===== src/rtl/motor_drive_seq.sv =====
// Run/reverse/overcurrent sequencer between the command front end and the H-bridge.
// Soft-ramps the duty command, inserts a dead interval on reversal, and enforces a trip/cooldown/lockout policy.
module motor_drive_seq #(
    parameter int RAMP_DIV     = 50000,
    parameter int DEAD_CYC     = 1000,
    parameter int COOLDOWN_CYC = 5000000,
    parameter int MAX_RETRY    = 3,
    parameter int OC_FILTER    = 16
) (
    input  logic       clk,
    input  logic       rst_n,
    input  logic       enable,
    input  logic       dir_cmd,
    input  logic [7:0] duty_tgt,
    input  logic [1:0] OC,
    output logic [7:0] duty_cmd,
    output logic [3:0] IN,
    output logic [1:0] EN,
    output logic       fault,
    output logic [1:0] retry_cnt,
    output logic [2:0] state
);

    localparam int STEP_W  = $clog2(RAMP_DIV + 1);
    localparam int TMR_MAX = (DEAD_CYC > COOLDOWN_CYC) ? DEAD_CYC : COOLDOWN_CYC;
    localparam int TMR_W   = $clog2(TMR_MAX + 1);
    localparam int OC_W    = $clog2(OC_FILTER + 1);

    localparam logic [STEP_W-1:0] STEP_LAST = STEP_W'(RAMP_DIV - 1);
    localparam logic [TMR_W-1:0]  DEAD_LAST = TMR_W'(DEAD_CYC - 1);
    localparam logic [TMR_W-1:0]  COOL_LAST = TMR_W'(COOLDOWN_CYC - 1);
    localparam logic [OC_W-1:0]   OC_LAST   = OC_W'(OC_FILTER - 1);
    localparam logic [1:0]        RETRY_MAX = 2'(MAX_RETRY);

    typedef enum logic [2:0] {
        S_IDLE = 3'd0,
        S_RAMP = 3'd1,
        S_RUN  = 3'd2,
        S_DEAD = 3'd3,
        S_COOL = 3'd4,
        S_LOCK = 3'd5
    } state_t;

    state_t              cur_state, nxt_state;
    logic                dir_lat, dir_lat_nxt;
    logic                rev_pend, rev_pend_nxt;
    logic [STEP_W-1:0]   step_cnt, step_cnt_nxt;
    logic [TMR_W-1:0]    tmr, tmr_nxt;
    logic [OC_W-1:0]     oc_cnt, oc_cnt_nxt;
    logic [7:0]          duty_nxt;
    logic [7:0]          eff_tgt;
    logic [1:0]          retry_nxt;
    logic [1:0]          en_nxt;
    logic [3:0]          in_nxt;
    logic                fault_nxt;
    logic                driving, drive_nxt, oc_trip;

    // One-LSB move toward the target; never wraps past 0 or 255.
    function automatic logic [7:0] step_toward(input logic [7:0] cur, input logic [7:0] tgt);
        if (cur < tgt) return cur + 8'd1;
        if (cur > tgt) return cur - 8'd1;
        return cur;
    endfunction

    always_comb begin
        nxt_state    = cur_state;
        dir_lat_nxt  = dir_lat;
        rev_pend_nxt = rev_pend;
        step_cnt_nxt = '0;
        tmr_nxt      = '0;
        oc_cnt_nxt   = '0;
        duty_nxt     = duty_cmd;
        retry_nxt    = retry_cnt;
        oc_trip      = 1'b0;
        driving      = (cur_state == S_RAMP) || (cur_state == S_RUN);
        eff_tgt      = rev_pend ? 8'd0 : duty_tgt;

        if (driving && (OC != 2'b00)) begin
            if (oc_cnt == OC_LAST) oc_trip = 1'b1;
            else                   oc_cnt_nxt = oc_cnt + 1'b1;
        end

        if (cur_state == S_RAMP) begin
            if (step_cnt == STEP_LAST) duty_nxt = step_toward(duty_cmd, eff_tgt);
            else                       step_cnt_nxt = step_cnt + 1'b1;
        end

        case (cur_state)
            S_IDLE: begin
                if (enable) begin
                    nxt_state    = S_RAMP;
                    dir_lat_nxt  = dir_cmd;
                    rev_pend_nxt = 1'b0;
                end
            end
            S_RAMP: begin
                if (rev_pend && (duty_cmd == 8'd0))         nxt_state = S_DEAD;
                else if (!rev_pend && (duty_cmd == duty_tgt)) nxt_state = S_RUN;
            end
            S_RUN: begin
                if (dir_cmd != dir_lat) begin
                    rev_pend_nxt = 1'b1;
                    nxt_state    = S_RAMP;
                end else if (duty_tgt != duty_cmd) begin
                    nxt_state = S_RAMP;
                end
            end
            S_DEAD: begin
                if (tmr == DEAD_LAST) begin
                    nxt_state    = S_RAMP;
                    dir_lat_nxt  = dir_cmd;
                    rev_pend_nxt = 1'b0;
                    duty_nxt     = 8'd0;
                end else begin
                    tmr_nxt = tmr + 1'b1;
                end
            end
            S_COOL: begin
                if (tmr == COOL_LAST) begin
                    if (retry_cnt == RETRY_MAX) nxt_state = S_LOCK;
                    else if (enable)            nxt_state = S_RAMP;
                    else                        nxt_state = S_IDLE;
                end else begin
                    tmr_nxt = tmr + 1'b1;
                end
            end
            S_LOCK:  ;
            default: nxt_state = S_IDLE;
        endcase

        // Later overrides win: trip beats reversal/duty change, enable=0 beats everything.
        if (oc_trip) begin
            nxt_state = S_COOL;
            if (retry_cnt != 2'd3) retry_nxt = retry_cnt + 2'd1;
        end
        if (!enable && (cur_state != S_IDLE)) nxt_state = S_IDLE;

        if (nxt_state == S_IDLE) begin
            duty_nxt     = 8'd0;
            retry_nxt    = 2'd0;
            rev_pend_nxt = 1'b0;
        end
        if (nxt_state == S_COOL)      duty_nxt = 8'd0;
        if (nxt_state != S_RAMP)      step_cnt_nxt = '0;
        if (nxt_state != cur_state)   tmr_nxt = '0;

        drive_nxt = (nxt_state == S_RAMP) || (nxt_state == S_RUN);
        en_nxt    = drive_nxt ? 2'b11 : 2'b00;
        in_nxt    = drive_nxt ? (dir_lat_nxt ? 4'b0101 : 4'b1010) : 4'b0000;
        fault_nxt = (nxt_state == S_COOL) || (nxt_state == S_LOCK);
    end

    always_ff @(posedge clk) begin
        if (!rst_n) begin
            cur_state <= S_IDLE;
            dir_lat   <= 1'b0;
            rev_pend  <= 1'b0;
            step_cnt  <= '0;
            tmr       <= '0;
            oc_cnt    <= '0;
            duty_cmd  <= 8'd0;
            retry_cnt <= 2'd0;
            EN        <= 2'b00;
            IN        <= 4'b0000;
            fault     <= 1'b0;
        end else begin
            cur_state <= nxt_state;
            dir_lat   <= dir_lat_nxt;
            rev_pend  <= rev_pend_nxt;
            step_cnt  <= step_cnt_nxt;
            tmr       <= tmr_nxt;
            oc_cnt    <= oc_cnt_nxt;
            duty_cmd  <= duty_nxt;
            retry_cnt <= retry_nxt;
            EN        <= en_nxt;
            IN        <= in_nxt;
            fault     <= fault_nxt;
        end
    end

    assign state = cur_state;

endmodule


===== config.mk =====
export PLATFORM = sky130hd
export DESIGN_NAME = motor_drive_seq
export DESIGN_NICKNAME = d
export VERILOG_FILES = /design/src/rtl/motor_drive_seq.sv
export SDC_FILE = /design/constraint.sdc
export NUM_CORES = 1
export LEC_CHECK = 0
export BUFFER_PORTS_ARGS = -buffer_cell sky130_fd_sc_hd__buf_2
export CAP_MARGIN = 20
export CORE_UTILIZATION = 50
export DETAILED_ROUTE_END_ITERATION = 7
export PLACE_DENSITY = 0.69
export SLEW_MARGIN = 20
export SYNTH_ARGS = -nofsm -noshare
export SYNTH_HDL_FRONTEND = slang
export SYNTH_SLANG_ARGS = --single-unit

===== constraint.sdc =====
create_clock -name clk -period 3.35 [get_ports clk]
set_input_delay 0.1675 -clock clk [delete_from_list [all_inputs] [get_ports clk]]
set_output_delay 0.1675 -clock clk [all_outputs]
set_load 0.1 [all_outputs]

=== Word level (Yosys, flattened, before mapping) ===
Cells that the tools add are included.

* Bits in registers: 66
* Output and inout bits: 20
* Word-level logic and storage cells: 110

* Reduce and logical (&&, ||, !) cells: 23
* Equality and inequality tests: 23
* Bitwise logic cells: 3
* $add $sub $neg: 6
* Magnitude comparators: 2
* Mux-type cells: 42

{| class="wikitable"
|+ Operators with widths
! operator !! count
|-
| 2-to-1 mux 8 bit || 9
|-
| 2-to-1 mux 23 bit || 2
|-
| case mux 23 bit (2 select lines) || 1
|-
| 2-to-1 mux 3 bit || 10
|-
| adder 23 x 1 -> 23 bit, second input constant || 1
|-
| equality test 23 x 10 -> 1 bit, second input constant || 1
|-
| equality test 23 bit, second input constant || 1
|-
| case mux 3 bit (6 select lines) || 1
|-
| adder 16 x 1 -> 16 bit, second input constant || 1
|-
| equality test 16 bit, second input constant || 1
|-
| 2-to-1 mux 1 bit || 15
|-
| equality test 3 bit, second input constant || 4
|-
| equality test 3 x 2 -> 1 bit, second input constant || 3
|-
| adder 8 x 1 -> 8 bit, second input constant || 1
|-
| equality test 8 bit || 1
|-
| greater-than comparator 8 bit || 1
|-
| zero test 8 bit || 1
|-
| < comparator 8 bit || 1
|-
| != test 8 bit || 1
|-
| subtractor 8 x 1 -> 8 bit, second input constant || 1
|-
| equality test 3 x 1 -> 1 bit, second input constant || 2
|-
| zero test 3 bit || 2
|-
| != test 2 bit, second input constant || 3
|-
| nonzero test 3 bit || 2
|-
| other kinds (22) || 33
|}

=== Depth between registers and ports, before layout ===
Gate-level depths: netlist of run 1.

* Word-level depth: 14
* Depth in mapped cells: 10
* Gate-level depth less buffers: 8

=== Worst setup path before layout of run 1 ===
Ideal clock, no wire load.

* Kind: register to register
* Start point: register duty_cmd[6]
* End point: register duty_cmd[6]
* Data required time: 3272 ps
* Buffers on the path: 1
* Cell stages (with the launch flop): 9
* Arrival: 2941 ps
* Library setup time: 78 ps
* Setup slack: 331 ps
* Path through: dfxtp_1 -> ha_1 -> a21oi_1 -> a21boi_0 -> or2_2 -> clkbuf_1 -> or4_1 -> and3b_1 -> nor3_1

* Word-level cells in the longest chain between the ends: 11

{| class="wikitable"
|+ RTL lines
! element !! RTL line !! RTL
|-
| start, declared || 16 || <nowiki>output logic [7:0] duty_cmd,</nowiki>
|-
| start signal, assigned || 173 || <nowiki>duty_cmd <= duty_nxt;</nowiki>
|-
| greater-than comparator 8 bit || 61 || <nowiki>if (cur > tgt) return cur - 8'd1;</nowiki>
|-
| 2-to-1 mux 1 bit (2 in series) || 61 ||
|-
| 2-to-1 mux 1 bit || 84 || <nowiki>if (step_cnt == STEP_LAST) duty_nxt = step_toward(duty_cmd, eff_tgt);</nowiki>
|-
| 2-to-1 mux 1 bit || 83 || <nowiki>if (cur_state == S_RAMP) begin</nowiki>
|-
| 2-to-1 mux 8 bit || 62 || <nowiki>return cur;</nowiki>
|-
| 2-to-1 mux 8 bit || 61 ||
|-
| 2-to-1 mux 8 bit || 84 ||
|-
| 2-to-1 mux 8 bit || 83 ||
|-
| 2-to-1 mux 8 bit || 109 || <nowiki>if (tmr == DEAD_LAST) begin</nowiki>
|-
| 2-to-1 mux 8 bit || 88 || <nowiki>case (cur_state)</nowiki>
|}

Several ways; a longest one is shown, not always the timed one. The select of a mux whose other input is x is not followed.
A chain may end at the register's enable or synchronous reset.

=== Final worst setup path of run 1 ===
* Start point: register tmr[0]
* End point: register tmr[19]

* Word-level cells in the longest chain between the ends: 7

{| class="wikitable"
|+ RTL lines
! element !! RTL line !! RTL
|-
| start, declared || 48 || <nowiki>logic [TMR_W-1:0] tmr, tmr_nxt;</nowiki>
|-
| start signal, assigned || 171 || <nowiki>tmr <= tmr_nxt;</nowiki>
|-
| equality test 23 bit or equality test 23 x 10 -> 1 bit (tied branches) || 119, 109 ||
|-
| 2-to-1 mux 3 bit (on tied branches) || 119, 109 ||
|-
| case mux 3 bit (6 select lines) || 88 ||
|-
| 2-to-1 mux 3 bit || 132 || <nowiki>if (oc_trip) begin</nowiki>
|-
| 2-to-1 mux 3 bit || 136 || <nowiki>if (!enable && (cur_state != S_IDLE)) nxt_state = S_IDLE;</nowiki>
|-
| != test 3 bit || 145 || <nowiki>if (nxt_state != cur_state) tmr_nxt = '0;</nowiki>
|-
| OR reduction 2 bit (no source line) || n/a ||
|}

Several ways; a longest one is shown, not always the timed one.

==> summary.txt, run 1 <==
Post-synth EDFFs: 0
placed cell area: 3840 um^2
Clock Skews: 0.0129 ns
vias per inst: 5.55
Top Layer Used: met4
routability cong.: 0.845
Worst EP arrival: 2.93 ns
Slew Viols, Final: 0
global route overflow: 0
Routed Antenna Nets: 0
Least-Margin Pin Slew: 0.728 ns
clock root cell: clkbuf_8
Post-DP HPWL: 5600 um
DR vias: 3,106
Iteration-0 DRC Markers: 97
first-pass GRT wire length: 12,900 um
Post-synth ARST share: 0%
Core Region: 6910 um^2
overall power: 0.00158 W
post-synthesis cell count: 431
number of hold violations in the final report: 0
die area: 7620 um^2
Avg Inst Size Synth: 8.44 um^2
Lkg Pwr: 1.46 nW
min-delay worst type: primary input to flop
IR drop worst, VDD: 0.000257 V
Die Span Y: 87.3 um
Distinct cells, synth: 57
commonest non-fill, non-tap cells in the layout: dfxtp_1, nor2_1, nand2_1
fin area: 4040 um^2
flops & latches, synth: 63
startpoint types: flop
# rows: 30
first-pass iteration count of the detailed router: 4
min Tclk post-route: 2.71 ns
boundary pin count: 34
Post-Route WL: 7610 um
Worst Setup End Kind: flop
total CTS buffers: 9
fmax: 0.370 GHz
layout cells sized above 1: 15.7%
CTS tree: done
H-tree Lvls: 3
port bufs: 33
Skew-Pair Late Insertion Delay: 0.34 ns
largest net degree at the start of global routing: 24
antenna diode count: 0
met2 wire length: 3660 um
Setup TNS Final: 0 ns
# nets final: 490
Die X: 87.3 um
Clk pin slew, worst setup/hold paths: 0.07 ns
area delta synth->final: 11.1%
Syn Std Cell Area: 3640 um^2
routed metal-1 wirelength: 3570 um
worst-path maximum fanout: 23
Cell Pwr Density: 392 nW/um^2
vias in the first global route: 2,863
Max-Cap Viols: 0
Filler cells: 672
clock sink count: 63
slew margin rel.: 51.5%
Routed wire per std cell: 13.6 um
final-report setup violation count: 0
period utilisation layout: 80.8%
initial antenna violation count: 0
Setup CP Type: flop to flop
Max Root-Sink Buffers: 2
GRT Total Usage: 21.4%
DRC Markers: 0
post-CTS setup buffer count: 0
status: completed
synth warn: 0
Hold-fix buffers, CTS: 0
post-cts repair resize count: 0
commonest non-fill, non-tap cell in the layout: dfxtp_1
met3 wire length: 296 um
Required @ worst endpoint: 3.57 ns
register area share after synthesis: 34.7%
syn_nets: 461
Synth Flop Type: dfxtp_1
Starting Density: 52.7%
RSZ-0062 raised after global routing: false
[synth_stat cells, drive strengths merged (2+ instances only)]
cell | n | area (um^2)
a21boi | 5 | 37.5
a21oi | 12 | 60.1
a31oi | 4 | 25.0
and2 | 4 | 25.0
and3 | 8 | 50.1
and3b | 3 | 26.3
buf | 10 | 71.3
clkbuf | 8 | 30.0
dfxtp | 63 | 1260
ha | 16 | 200
inv | 12 | 45.0
nand2 | 34 | 128
nand2b | 9 | 56.3
nand3 | 14 | 70.1
nand3b | 3 | 22.5
nand4 | 14 | 93.8
nor2 | 55 | 206
nor2b | 4 | 25.0
nor3 | 31 | 210
nor3b | 5 | 37.5
nor4 | 11 | 68.8
o211ai | 6 | 45.0
o21ai | 7 | 35.0
o21ba | 3 | 30.0
o22ai | 2 | 12.5
or2 | 5 | 31.3
or3 | 8 | 50.1
or4 | 8 | 63.8
xnor2 | 21 | 184
xor2 | 27 | 236
[where the power goes]
part	total [W]	switching, W	internal [W]
Combinational	0.000149	0.000112	0.0000369
Clock	0.000671	0.000292	0.000379
Sequential	0.000762	0.00000718	0.000755
[area by class of cell]
type                    instances  area [um^2]  share of cell area (%)
multi-input cells             338         2230                    55.2
inverters                      12         45.0                    1.11
well taps                      96          120                    2.97
clock inverters                 3         42.5                    1.05
clock buffers                  12          155                    3.84
flip-flops and latches         63         1260                    31.2
repair buffers                 36          188                    4.64
[critical path, cell delays in order, from the launching register on]
cell and delay [ns]:
dfxtp_1 0.35, ha_1 0.21, nand3_1 0.19, or4_4 0.61, o21ba_1 0.24, o31ai_1 0.38, a221o_2 0.51, nor2_1 0.10
[path summary, 6_finish.rpt]
check	slack [ns]	start	cells after the start	endpoint
hold / removal	0.15	rst_n	3	retry_cnt[0]
hold reg to reg	0.45	tmr[0]	1	tmr[0]
setup reg to reg	0.64	tmr[0]	7	tmr[19]
setup / recovery	0.64	tmr[0]	7	tmr[19]
[sequential cells by signal, summed over array words and instances (netlist names)]
name / count
fault: 1
tmr: 23
rev_pend: 1
duty_cmd: 8
state: 3
step_cnt: 16
dir_lat: 1
retry_cnt: 2
EN: 1
oc_cnt: 5
IN: 2
[cells by family (layout without fill, tap and decap cells)]
family	count (synthesis)	after routing	synth area share (%)
AND/OR/NAND/NOR	220	220	33.1
multiplexers	2	2	0.585
buffers and inverters	30	63	4.02
flip-flops	63	63	34.7
AO/OA/AOI/OAI	52	52	10.6
XOR/XNOR	48	48	11.6
adder cells (fa/ha/maj)	16	16	5.50
[per-layer routing]
metal | GRT usage [%] | vias up
met2 | 35.7 | 61
li1 | - | 1585
met5 | 0 | -
met4 | 7.75 | 0
met1 | 27.1 | 1452
met3 | 4.83 | 8
[metrics by stage]
stage	setup slack (ns)	hold slack [ns]	util (%)	std cells
floorplan	0.331	0.396	-	431
global placement	0.768	0.430	55.7	545
detailed placement	0.685	0.437	55.7	545
CTS	0.670	0.141	58.5	560
global route	0.410	0.157	58.5	560
finish	0.644	0.147	58.5	560
No activity file was read; power rests on OpenSTA's default activity.
==> inputs of run 2 (changes only) <==
- PLACE_DENSITY: 0.69 -> 0.72
- clock period: 3.35 -> 2.25 ns (I/O delays scaled with it)
==> summary.txt, run 2 (synthesized netlist as in run 1, its figures left out) <==
fmax: 0.423 GHz (+14%)
die area: 7620 um^2 (unchanged)
Clock Skews: 0.00446 ns (-0.00846 ns)
total CTS buffers: 9 (unchanged)
Setup CP Type: flop to flop
Skew-Pair Late Insertion Delay: 0.34 ns (about the same)
# nets final: 545 (+11%)
min-delay worst type: primary input to flop
crit-path leading delay family: simple AND/OR/NAND/NOR gates
fin area: 4770 um^2 (+18%)
Iteration-0 DRC Markers: 115 (+19%)
Required @ worst endpoint: 2.47 ns (-1.10 ns)
layout cells sized above 1: 35.4% (+20 points)
Worst Setup End Kind: flop
slew margin rel.: 67.6% (+16 points)
vias in the first global route: 3,355 (+17%)
worst-path maximum fanout: 4 (-83%)
Post-DP HPWL: 6580 um (+18%)
register cell area after layout: 1310 um^2 (+4.0%)
routability cong.: 0.867 (+2.5%)
Filler cells: 585 (-13%)
GRT Total Usage: 24.9% (+3.4 points)
area delta synth->final: 31.3%
DRC Markers: 0 (unchanged)
depth of the worst hold-timing path: 3 (unchanged)
RSZ-0062 raised after global routing: true
Crit path depth: 7 (unchanged)
first-pass iteration count of the detailed router: 4 (unchanged)
period utilisation layout: 105% (+24 points)
Fin Hold WS: 0.110 ns (-0.0376 ns)
Routed Antenna Nets: 0 (unchanged)
Buf+Inv Stages, Crit Path: 1 (+1)
cells along the critical path: or4_1 > or4_4 > o21ba_4 > o31a_1 > buf_4 > a31oi_4 > a21oi_2
# rows: 30 (unchanged)
Post-Route WL: 8820 um (+16%)
Routed wire per std cell: 14.3 um (+5.4%)
Clk pin slew, worst setup/hold paths: 0.07 ns (about the same)
failing checks: setup timing
Lkg Pwr: 1.78 nW (+22%)
commonest non-fill, non-tap cell in the layout: buf_4
Worst EP arrival: 2.58 ns (-0.35 ns)
placed cells: 598 (+9.7%)
Layout Cells excl Fill: 616 (+10%)
boundary pin count: 34 (unchanged)
largest net degree at the start of global routing: 24 (unchanged)
r2r worst-path depth: 7 (unchanged)
status: finished with violations
Starting Density: 52.7% (unchanged)
IR drop worst, VDD: 0.000381 V (+48%)
max reg flops: 23 (unchanged)
Max Root-Sink Buffers: 2 (unchanged)
slowest stage delay, CP: 0.51 ns (-0.10 ns)
Top reg by flops: tmr
CTS tree: done
Least-Margin Pin Slew: 0.489 ns (-0.239 ns)
global route overflow: 0 (unchanged)
number of hold violations in the final report: 0 (unchanged)
Die X: 87.3 um (unchanged)
Max-Cap Viols: 0 (unchanged)
Setup TNS Final: -3.42 ns (-3.42 ns)
startpoint types: flop
clock sink count: 63 (unchanged)
placed cell area: 4500 um^2 (+17%)
Die Span Y: 87.3 um (unchanged)
final-report setup violation count: 40 (+40)
vias per inst: 5.56 (+0.30%)
pre-CTS setup slack: -0.212 ns (-0.898 ns)
first-pass GRT wire length: 14,700 um (+14%)
Cell Pwr Density: 474 nW/um^2 (+21%)
Final WS setup: -0.114 ns (-0.758 ns)
Multi-input gate area: 2500 um^2 (+12%)
commonest non-fill, non-tap cells in the layout: buf_4, nor2_1, dfxtp_1
H-tree Lvls: 3 (unchanged)
initial antenna violation count: 0 (unchanged)
clock root cell: clkbuf_8
Core Region: 6910 um^2 (unchanged)
Top Registers: tmr (23), step_cnt (16), duty_cmd (8)
CP max-delay cell: or4_1
port bufs: 33 (unchanged)
min Tclk post-route: 2.36 ns (-0.342 ns)
DR vias: 3,427 (+10%)
Slew Viols, Final: 0 (unchanged)
antenna diode count: 0 (unchanged)
## run 2: through the flow
| step | total power, W | utilization [%] |
|---|---|---|
| 4_1_cts | 0.00229 | 68.6 |
| 3_5_place_dp | 0.00142 | 65.1 |
| 2_1_floorplan | 0.00135 | - |
| 6_report | 0.00226 | 69.1 |
| 3_3_place_gp | 0.00141 | 65.1 |
| 5_1_grt | 0.00236 | 69.1 |
## run 2: worst paths after layout
path | startpoint | endpoint | slack (ns)
worst min register to register | step_cnt[0] | step_cnt[0] | 0.52
worst max-delay path | tmr[4] | rev_pend | -0.11
worst max register to register | tmr[4] | rev_pend | -0.11
worst min-delay path | rst_n | retry_cnt[0] | 0.11
## run 2: metal layers
| metal | part of all wire, % | vias to the layer above | GRT usage (%) | routed length, um |
|---|---|---|---|---|
| met4 | 2.8 | 0 | 11.6 | 243 |
| met5 | 0 | - | 0 | 0 |
| met2 | 50 | 98 | 44.4 | 4440 |
| met1 | 43 | 1606 | 28.3 | 3750 |
| li1 | - | 1699 | - | - |
| met3 | 4.4 | 24 | 5.02 | 389 |
## run 2: layout make-up
cell class / instances / area share [%]
clock inverters: 4 / 0.445
inverters: 12 / 0.943
clock buffers: 12 / 3.04
multi-input cells: 338 / 52.4
flip-flops and latches: 63 / 27.5
repair buffers: 91 / 13.2
well taps: 96 / 2.52
## run 2: what timing repair did
action | 4_1_cts | 5_1_grt
setup buffers | 0 | 2
resized for setup | 16 | 7
hold buffers | 0 | 0
pin swaps | 5 | 3
setup endpoints to repair | 53 | 53
## run 2: where the power goes
group	internal, W	switching, W
Combinational	0.0000932	0.000192
Sequential	0.00111	0.0000109
Clock	0.000425	0.000429
## run 2: worst min-delay path: stages
cell and delay, ns:
buf_2 0.18, nand2_1 0.09, a31oi_1 0.04
